--- src/rtl/alu_datapath.sv ---
// Register/adder datapath for the 8-bit ALU: A, Q, M, Q-1, counter, result latch; optional ALU_DP_OVF_EN adds a signed-overflow flag.
// Latency: every strobe lands on the edge that samples it, status decodes follow combinationally, out_valid pulses the cycle after c7.
// Backpressure: none; the control unit owns sequencing and the datapath accepts a strobe every cycle.
module alu_datapath #(
    parameter int WIDTH = 8
) (
    input  logic                 clk,
    input  logic                 rst,
    input  logic [1:0]           op,
    input  logic [WIDTH-1:0]     inbus,
    input  logic                 c0,
    input  logic                 c1,
    input  logic                 c2,
    input  logic                 c3,
    input  logic                 c4,
    input  logic                 c5,
    input  logic                 c6,
    input  logic                 c7,
    output logic                 q0,
    output logic                 qm1,
    output logic                 a7,
    output logic                 cnt_done,
    output logic [2*WIDTH-1:0]   outbus,
    output logic                 out_valid,
    output logic                 ovf
);
    localparam int CW = (WIDTH > 1) ? $clog2(WIDTH) : 1;
    localparam logic [CW-1:0] CNT_LAST = CW'(WIDTH - 1);

    logic [WIDTH-1:0]   a_q, q_q, m_q;
    logic               qm1_q;
    logic [CW-1:0]      cnt_q;
    logic [2*WIDTH-1:0] outbus_q;
    logic               out_valid_q;

    logic [WIDTH-1:0]   left_opnd, m_eff, sum, a_src;
    logic [WIDTH-1:0]   a_nxt, q_nxt;
    logic               qm1_nxt;
    logic [2*WIDTH-1:0] result;

    // Subtraction is add of ~M with carry-in, so the overflow check can use m_eff's sign directly.
    assign left_opnd = op[1] ? a_q : q_q;
    assign m_eff     = c3 ? ~m_q : m_q;
    assign sum       = left_opnd + m_eff + {{(WIDTH-1){1'b0}}, c3};
    assign a_src     = c2 ? sum : a_q;
    assign result    = op[1] ? {a_q, q_q} : {{WIDTH{a_q[WIDTH-1]}}, a_q};

    // Shift sees the adder output when c2 is also set; a c1 load wins over the shifted Q.
    always_comb begin
        a_nxt   = a_src;
        q_nxt   = q_q;
        qm1_nxt = qm1_q;
        if (c4 && op == 2'b10) begin
            a_nxt   = {a_src[WIDTH-1], a_src[WIDTH-1:1]};
            q_nxt   = {a_src[0], q_q[WIDTH-1:1]};
            qm1_nxt = q_q[0];
        end else if (c4 && op == 2'b11) begin
            a_nxt = {a_src[WIDTH-2:0], q_q[WIDTH-1]};
            q_nxt = {q_q[WIDTH-2:0], c6};
        end
        if (c1) begin
            q_nxt = inbus;
        end
    end

    always_ff @(posedge clk) begin
        if (!rst) begin
            a_q         <= '0;
            q_q         <= '0;
            m_q         <= '0;
            qm1_q       <= 1'b0;
            cnt_q       <= '0;
            outbus_q    <= '0;
            out_valid_q <= 1'b0;
        end else begin
            out_valid_q <= c7;
            if (c7) begin
                outbus_q <= result;
            end
            if (c0) begin
                m_q   <= inbus;
                a_q   <= '0;
                q_q   <= '0;
                qm1_q <= 1'b0;
                cnt_q <= '0;
            end else begin
                a_q   <= a_nxt;
                q_q   <= q_nxt;
                qm1_q <= qm1_nxt;
                if (c5) begin
                    cnt_q <= (cnt_q == CNT_LAST) ? '0 : cnt_q + 1'b1;
                end
            end
        end
    end

`ifdef ALU_DP_OVF_EN
    logic ovf_q;

    always_ff @(posedge clk) begin
        if (!rst) begin
            ovf_q <= 1'b0;
        end else if (c0) begin
            ovf_q <= 1'b0;
        end else if (c2 && !op[1]) begin
            ovf_q <= (left_opnd[WIDTH-1] == m_eff[WIDTH-1]) &&
                     (sum[WIDTH-1] != left_opnd[WIDTH-1]);
        end
    end

    assign ovf = ovf_q;
`else
    assign ovf = 1'b0;
`endif

    assign q0        = q_q[0];
    assign qm1       = qm1_q;
    assign a7        = a_q[WIDTH-1];
    assign cnt_done  = (cnt_q == CNT_LAST);
    assign outbus    = outbus_q;
    assign out_valid = out_valid_q;

endmodule

--- config.mk ---
export PLATFORM = sky130hd
export DESIGN_NAME = alu_datapath
export DESIGN_NICKNAME = d
export VERILOG_FILES = /design/src/rtl/alu_datapath.sv
export SDC_FILE = /design/constraint.sdc
export NUM_CORES = 1
export LEC_CHECK = 0
export ABC_CLOCK_PERIOD_IN_PS = 3750
export BUFFER_PORTS_ARGS = -buffer_cell sky130_fd_sc_hd__buf_2
export CORE_ASPECT_RATIO = 0.9
export CORE_MARGIN = 1
export CORE_UTILIZATION = 35
export DETAILED_ROUTE_END_ITERATION = 7
export PLACE_DENSITY = 0.63
export SYNTH_ARGS = -nofsm -noshare
export SYNTH_HDL_FRONTEND = slang
export SYNTH_SLANG_ARGS = --single-unit
--- constraint.sdc ---
create_clock -name clk -period 3.75 [get_ports clk]
set_input_delay 0.1875 -clock clk [delete_from_list [all_inputs] [get_ports clk]]
set_output_delay 0.1875 -clock clk [all_outputs]
set_load 0.1 [all_outputs]
# After elaboration in Yosys (flattened, before gate mapping)
# Cells that the tools add are included.
[totals]
reg_bits = 45
out_inout_bits = 22
[op_classes]
add_sub_neg = 3
eq_ne = 3
mux = 10
bitwise = 2
n_reduce_logical = 4
[ops]
columns = ["op", "count"]
rows = [
  ["2-to-1 mux 8 bit", 8],
  ["2-to-1 mux 15 bit", 1],
  ["adder 8 x 1 -> 8 bit", 1],
  ["adder 8 bit", 1],
  ["NOT 8 bit", 1],
  ["equality test 2 bit, second input constant", 2],
  ["adder 3 x 1 -> 3 bit, second input constant", 1],
  ["equality test 3 bit, second input constant", 1],
  ["2-to-1 mux 3 bit", 1],
  ["nonzero test 3 bit", 1],
  ["logical AND 1 bit", 2],
  ["OR reduction 2 bit", 1],
  ["NOT 1 bit", 1],
]

# Depth between registers and ports, before layout
# Gate-level depths: netlist of the first run.
[logic_depth]
word_depth = 7
ltp_mapped = 12

# Least setup slack after synthesis of the first run
# Ideal clock, no wire load.
[synth_path]
path_type = "register -> register"
start = "register q_q[0]"
end = "register a_q[3]"
arrival_time_ns = 2.769
slack_ns = 0.896
path_stages_with_launch = 11
path_buffers = 0
period_less_slack_ns = 2.854
cell_sequence = "dfxtp_1 > mux2i_1 > nand2_1 > o21ai_0 > fa_1 > nor2b_1 > o21a_1 > nor3_1 > o31a_1 > o211a_1 > a211oi_1"
[synth_via]
elab_chain_cells = 6
[synth_lines]
columns = ["element", "line_no", "source"]
rows = [
  ["from (decl)", "30", "logic [WIDTH-1:0] a_q, q_q, m_q;"],
  ["from (signal assigned)", "88", "q_q <= q_nxt;"],
  ["2-to-1 mux 8 bit (*)", "42", "assign left_opnd = op[1] ? a_q : q_q;"],
  ["adder 8 bit (*)", "44", "assign sum = left_opnd + m_eff + {{(WIDTH-1){1'b0}}, c3};"],
  ["adder 8 x 1 -> 8 bit (*)", "44", ""],
  ["2-to-1 mux 8 bit (*)", "45", "assign a_src = c2 ? sum : a_q;"],
  ["2-to-1 mux 8 bit", "57", "end else if (c4 && op == 2'b11) begin"],
  ["2-to-1 mux 8 bit (*)", "53", "if (c4 && op == 2'b10) begin"],
  ["to (signal assigned)", "87", "a_q <= a_nxt;"],
  ["to (decl)", "30", ""],
]
# Mark *: on every way between the ends. The rest lies on a longest branch, timed or not.
# A chain may end at the register's enable or synchronous reset.

# Worst setup path in the final report of the first run
# Ends and elaborated chain as after synthesis.

==> results of run 1 <==
## cells by family after synthesis
family / after synthesis / share of synthesized area
multiplexers: 31 / 0.127
other: 1 / 0.00147
buffers and inverters: 33 / 0.0535
AO/OA/AOI/OAI: 86 / 0.227
AND/OR/NAND/NOR: 87 / 0.160
XOR/XNOR: 9 / 0.0309
adder cells (fa/ha/maj): 9 / 0.0471
flip-flops: 45 / 0.353
## synth_stat cells, drive strengths merged, types with 2 or more instances
library cell | number | area, sq um
a211o | 2 | 17.5
a211oi | 9 | 67.6
a21o | 3 | 23.8
a21oi | 17 | 85.1
a31oi | 8 | 50.1
and2 | 3 | 21.3
buf | 4 | 27.5
clkbuf | 17 | 63.8
dfxtp | 45 | 901
ha | 8 | 100
inv | 11 | 41.3
mux2i | 30 | 300
nand2 | 29 | 109
nand2b | 5 | 31.3
nand3 | 2 | 10.0
nand4 | 2 | 12.5
nor2 | 24 | 90.1
nor2b | 14 | 87.6
nor3 | 4 | 20.0
o211a | 8 | 80.1
o211ai | 3 | 22.5
o21a | 6 | 45.0
o21ai | 19 | 95.1
o22ai | 2 | 12.5
o31a | 2 | 17.5
xnor2 | 4 | 35.0
xor2 | 5 | 43.8
## layer usage
metal / vias to the layer above / global-route usage / wire (um)
li1: 1126 / - / -
met1: 1036 / 0.246 / 2980
met2: 69 / 0.248 / 2700
met3: 0 / 0.0366 / 418
met4: 0 / 0.0327 / 0
met5: - / 0 / 0
## flip-flops by register name (all words and copies together) (netlist names)
register and flops:
cnt_q 3, m_q 8, outbus 16, q_q 8, out_valid 1, qm1 1
a_q 8
## critical path: stages (launching register included)
cell and delay, ps:
dfxtp_1 480, mux2i_1 160, nand2_1 100, o21ai_0 100
fa_1 400, nor2b_1 200, o21a_1 140, nor3_1 50
o31a_1 270, o211a_1 210, a211oi_1 200
## path summary, 6_finish.rpt
path,endpoint,slack (ps),cells past startpoint
worst max-delay path,a_q[3],1360,10
worst min-delay path,q_q[5],140,3
worst max register to register,a_q[3],1360,10
worst min register to register,qm1,480,2
## through the flow
step / instance area, sq um / setup slack, ps / total power, mW / cells / utilization
2_1_floorplan: 2550 / 896 / 0.794 / 301 / -
3_3_place_gp: 2780 / 1210 / 0.855 / 414 / 0.395
3_5_place_dp: 2780 / 1190 / 0.858 / 414 / 0.395
4_1_cts: 2900 / 1350 / 1.24 / 422 / 0.412
5_1_grt: 2900 / 1120 / 1.29 / 422 / 0.412
6_report: 2900 / 1360 / 1.23 / 422 / 0.412
## power by group
group / switching, mW / leakage, nW / internal [mW]
logic: 0.219 / 0.879 / 0.103
clock network: 0.160 / 0.0585 / 0.217
registers: 0.0232 / 0.369 / 0.504
## final cells by class
| class | instances | share of cell area |
|---|---|---|
| clock buffer | 7 | 0.0298 |
| clock inverter | 1 | 0.0104 |
| inverter | 12 | 0.0155 |
| multi-input combinational | 223 | 0.522 |
| sequential | 45 | 0.311 |
| tap | 93 | 0.0401 |
| timing repair buffer | 41 | 0.0716 |
==> flow_metrics.env, run 1 <==
export IMPL_drive_gt1_frac=0.155
export IMPL_async_reset_ff_frac=0
export IMPL_min_from="inbus[5]"
export IMPL_setup_tns_final_ps=0
export IMPL_fp_dieH_um=83.0
export IMPL_worstMarginPinSlew_ps=692
export IMPL_worst_path_max_fanout=7
export IMPL_drtIter0Drc=166
export IMPL_whs_ps=144
export IMPL_clock_path_buffers=2
export IMPL_portBuffers=40
export IMPL_post_dp_hpwl_um=4530
export IMPL_drv_cap=0
export IMPL_antenna_found_initial=0
export IMPL_ys_seq_area_frac=0.353
export IMPL_die_x_um=92.0
export IMPL_ys_warnings_count=0
export IMPL_crit_required_ps=3950
export IMPL_synth_cells=301
export IMPL_syn_mean_instance_area_sq_um=8.47
export IMPL_path_clk_slew_ps=80
export IMPL_wl_um=6090
export IMPL_total_leakage_power_nw=1.31
export IMPL_fmax_ghz=0.419
export IMPL_final_cell_mix="dfxtp_1 (45), buf_2 (40), mux2i_1 (30)"
export IMPL_ant_nets=0
export IMPL_cts_root_buf="clkbuf_8"
export IMPL_fin_skew_ps=4.37
export IMPL_grt_usage=0.166
export IMPL_via_count=2231
export IMPL_mostFrequentLayoutCell="dfxtp_1"
export IMPL_num_io_pins=42
export IMPL_ff_latch_area_sq_um=901
export IMPL_start_util=0.362
export IMPL_startpoint_type="flip-flop"
export IMPL_postSynthNetCount=330
export IMPL_cts_sinks=45
export IMPL_ys_ff_latch=45
export IMPL_place_congestion=0.892
export IMPL_hp_class="in -> reg"
export IMPL_nFillCells=731
export IMPL_antenna_cells=0
export IMPL_layout_min_cycle_time_ps=2390
export IMPL_core_area_sq_mm=0.00704
export IMPL_arrival_ps=2590
export IMPL_syn_to_final_growth_pct=13.7
export IMPL_h_tree_depth=2
export IMPL_wire_per_inst_um=14.4
export IMPL_num_rows=29
export IMPL_holdBufCountCts=0
export IMPL_grt_max_degree=33
export IMPL_critical_path_class="reg -> reg"
export IMPL_first_pass_iters=5
export IMPL_setup_viol=0
export IMPL_cts_resized=0
export IMPL_crit_start="q_q[0]"
export IMPL_synth_cell_types=48
export IMPL_crit_path_end_kind="flip-flop"
export IMPL_power_density_mw_per_mm2=423
export IMPL_finalHoldViolCount=0
export IMPL_dieArea_sq_mm=0.00763
export IMPL_cts_buffers_inserted=5
export IMPL_clk_latency_ps=290
export IMPL_status="finished clean"
export IMPL_routed_via_density=5.29
export IMPL_grt_pass1_wl_um=10100
export IMPL_synth_edf_count=0
export IMPL_dominantRegCellSynth="dfxtp_1"
export IMPL_overflow=0
export IMPL_drc=0
export IMPL_max_slew_margin=0.539
export IMPL_vdd_drop_max_uv=168
export IMPL_nNetsFinal=357
export IMPL_cts_tree="done"
export IMPL_synth_area_sq_mm=0.00255
export IMPL_finalMaxSlewViolations=0
export IMPL_multiInputGateArea_sq_mm=0.00151
export IMPL_rsz0062_at_grt="false"
export IMPL_postCtsSetupRepairBufs=0
export IMPL_r2r_start="q_q[0]"
export IMPL_grt_pass1_vias=2070
export IMPL_finalCritPeriodShare=0.637
No activity file was read; power rests on OpenSTA's default activity.
==> run 2: changes to the inputs <==
ABC_CLOCK_PERIOD_IN_PS = 2100   (was 3750)
PLACE_DENSITY = 0.65   (was 0.63)
clock period = 2.1 ns   (was 3.75 ns; I/O delays follow)
==> run 2 against run 1 <==
  * The run now ends with DRC, setup timing left
  * Maximum frequency is 9.0% higher
  * Sequential power is 76% higher
  * Register-to-register slack worse by 1500 ps
  * Clock skew increased by 2.5 ps
  * Hold slack worse by 90 ps
  * Sequential share of layout area down 3.7 points
  * Design area grew 15%
  * Non-clock buffer count is 42 higher
  * Critical endpoint is now a_q[2]
==> flow_metrics.env, run 2 (synthesized netlist as in run 1, its figures left out) <==
export IMPL_cp_cell_sequence="nand2_4, o21a_1, inv_1, ha_1, o211ai_1, a21o_2, and2_4, xnor2_4, mux4_2, o21a_1"
export IMPL_mostFrequentLayoutCell="buf_4"
export IMPL_fp_dieH_um=83.0
export IMPL_critical_path_top_delay_family="compound AO/OA/AOI/OAI gates"
export IMPL_crit_path_end_kind="flip-flop"
export IMPL_finalCritPeriodShare=1.04
export IMPL_status="finished, violations left"
export IMPL_h_tree_depth=2
export IMPL_num_rows=29
export IMPL_pwr_share_clk=0.306
export IMPL_nNetsFinal=399
export IMPL_postCtsSetupRepairBufs=0
export IMPL_startpoint_type="flip-flop"
export IMPL_grt_max_degree=33
export IMPL_cts_buffers_inserted=5
export IMPL_wire_per_inst_um=14.6
export IMPL_place_congestion=0.929
export IMPL_slowest_stage="mux4_2"
export IMPL_clock_path_buffers=2
export IMPL_clk_latency_ps=300
export IMPL_die_x_um=92.0
export IMPL_routed_via_density=5.24
export IMPL_p_seq_frac=0.391
export IMPL_holdBufCountCts=0
export IMPL_cts_tree="done"
export IMPL_start_util=0.362
export IMPL_path_buf_inv=1
export IMPL_crit_required_ps=2310
export IMPL_post_place_ws_ps=-281
export IMPL_vdd_drop_max_uv=399
export IMPL_switchingPower_mw=0.777
export IMPL_setup_viol=5
export IMPL_ant_nets=0
export IMPL_violations="DRC, setup timing"
export IMPL_arrival_ps=2400
export IMPL_cts_root_buf="clkbuf_8"
export IMPL_final_core_util=0.473
export IMPL_switching_share=0.327
export IMPL_dieArea_sq_mm=0.00763
export IMPL_overflow=0
export IMPL_finalMaxSlewViolations=0
export IMPL_antenna_cells=0
export IMPL_critical_path_class="reg -> reg"
export IMPL_drv_cap=0
export IMPL_cts_sinks=45
export IMPL_grt_usage=0.183
export IMPL_first_pass_iters=6
export IMPL_wl_um=6790
export IMPL_grt_pass1_vias=2332
export IMPL_min_path_cells=3
export IMPL_core_area_sq_mm=0.00704
export IMPL_fin_area_sq_mm=0.00333
export IMPL_rr_worst_depth=10
export IMPL_antenna_found_initial=0
export IMPL_p_comb_frac=0.304
export IMPL_portBuffers=40
export IMPL_whs_ps=54.6
export IMPL_cp_num_cells=10
export IMPL_finalHoldViolCount=0
export IMPL_fin_skew_ps=6.88
export IMPL_worst_path_max_fanout=3
export IMPL_worstMarginPinSlew_ps=516
export IMPL_worst_slack_ps=-92.9
export IMPL_max_stage_delay_ps=460
export IMPL_final_cell_mix="buf_4 (43), buf_2 (40), dfxtp_1 (39)"
export IMPL_drtIter0Drc=156
export IMPL_drc=2
export IMPL_layout_min_cycle_time_ps=2190
export IMPL_path_clk_slew_ps=90
export IMPL_fmax_ghz=0.456
export IMPL_total_leakage_power_nw=1.56
export IMPL_grt_pass1_wl_um=11100
export IMPL_via_count=2433
export IMPL_drive_gt1_frac=0.307
export IMPL_syn_to_final_growth_pct=30.6
export IMPL_max_slew_margin=0.656
export IMPL_cpMostUsedCell="o21a_1"
export IMPL_num_io_pins=42
export IMPL_setup_tns_final_ps=-321
export IMPL_rsz0062_at_grt="true"
export IMPL_place_area_sq_mm=0.00312
export IMPL_largest_register_ff_count=16
export IMPL_post_dp_hpwl_um=5180
export IMPL_hp_class="in -> reg"
export IMPL_power_density_mw_per_mm2=714
export IMPL_p_int_mw=1.60
-- run 2: cell count changes in the layout (fill, tap and decap cells not counted), moves of 4 or more --
cell     previous run  this run
dfxtp_2             0         5
dfxtp_1            45        39
buf_4               1        43
o21ai_0            19        15
-- run 2: final timing paths --
| kind | slack (ps) | start | to |
|---|---|---|---|
| max reg2reg | -90 | a_q[1] | a_q[2] |
| max | -90 | a_q[1] | a_q[2] |
| min reg2reg | 480 | outbus[1] | outbus[1] |
| min | 50 | inbus[6] | q_q[6] |
-- run 2: area by class of cell --
class	count	area [sq um]
clock buffer	6	93.8
clock inverter	2	35.0
fill	685	3710
inverter	12	45.0
multi-input combinational	223	1610
sequential	45	911
tap	93	116
timing repair buffer	83	523
-- run 2: worst min-delay path, delay by kind of cell --
kind | cells | cell delay [ps]
and+or+nand+nor | 1 | 80
AOI/OAI and AO/OA | 1 | 60
buffers and inverters | 1 | 90
-- run 2: power groups by stage --
| stage | Sequential [mW] | Combinational [mW] | Clock (mW) |
|---|---|---|---|
| 4_1_cts | 0.928 | 0.702 | 0.737 |
| 3_3_place_gp | 0.945 | 0.677 | 0 |
| 2_1_floorplan | 1.10 | 0.332 | 0 |
| 3_5_place_dp | 0.946 | 0.682 | 0 |
| 6_report | 0.929 | 0.722 | 0.727 |
| 5_1_grt | 0.935 | 0.774 | 0.779 |
-- run 2: stage by stage --
| stage | power [mW] | cells |
|---|---|---|
| after floorplan | 1.43 | 301 |
| after global placement | 1.62 | 456 |
| after detailed placement | 1.63 | 456 |
| after CTS | 2.37 | 464 |
| after global routing | 2.49 | 464 |
| final | 2.38 | 464 |
-- run 2: repair_timing --
item,in CTS,in global routing
gates cloned,0,0
endpoints found under the setup margin,6,6
pin swaps,7,2
gates resized for setup,13,7
hold endpoints to repair,0,0
-- run 2: routing by layer --
layer / vias up / routed length, um / track usage
li1: 1206 / - / -
met2: 91 / 3090 / 0.301
met1: 1126 / 3080 / 0.245
met4: 0 / 77 / 0.0313
met5: - / 0 / 0
met3: 10 / 539 / 0.0440
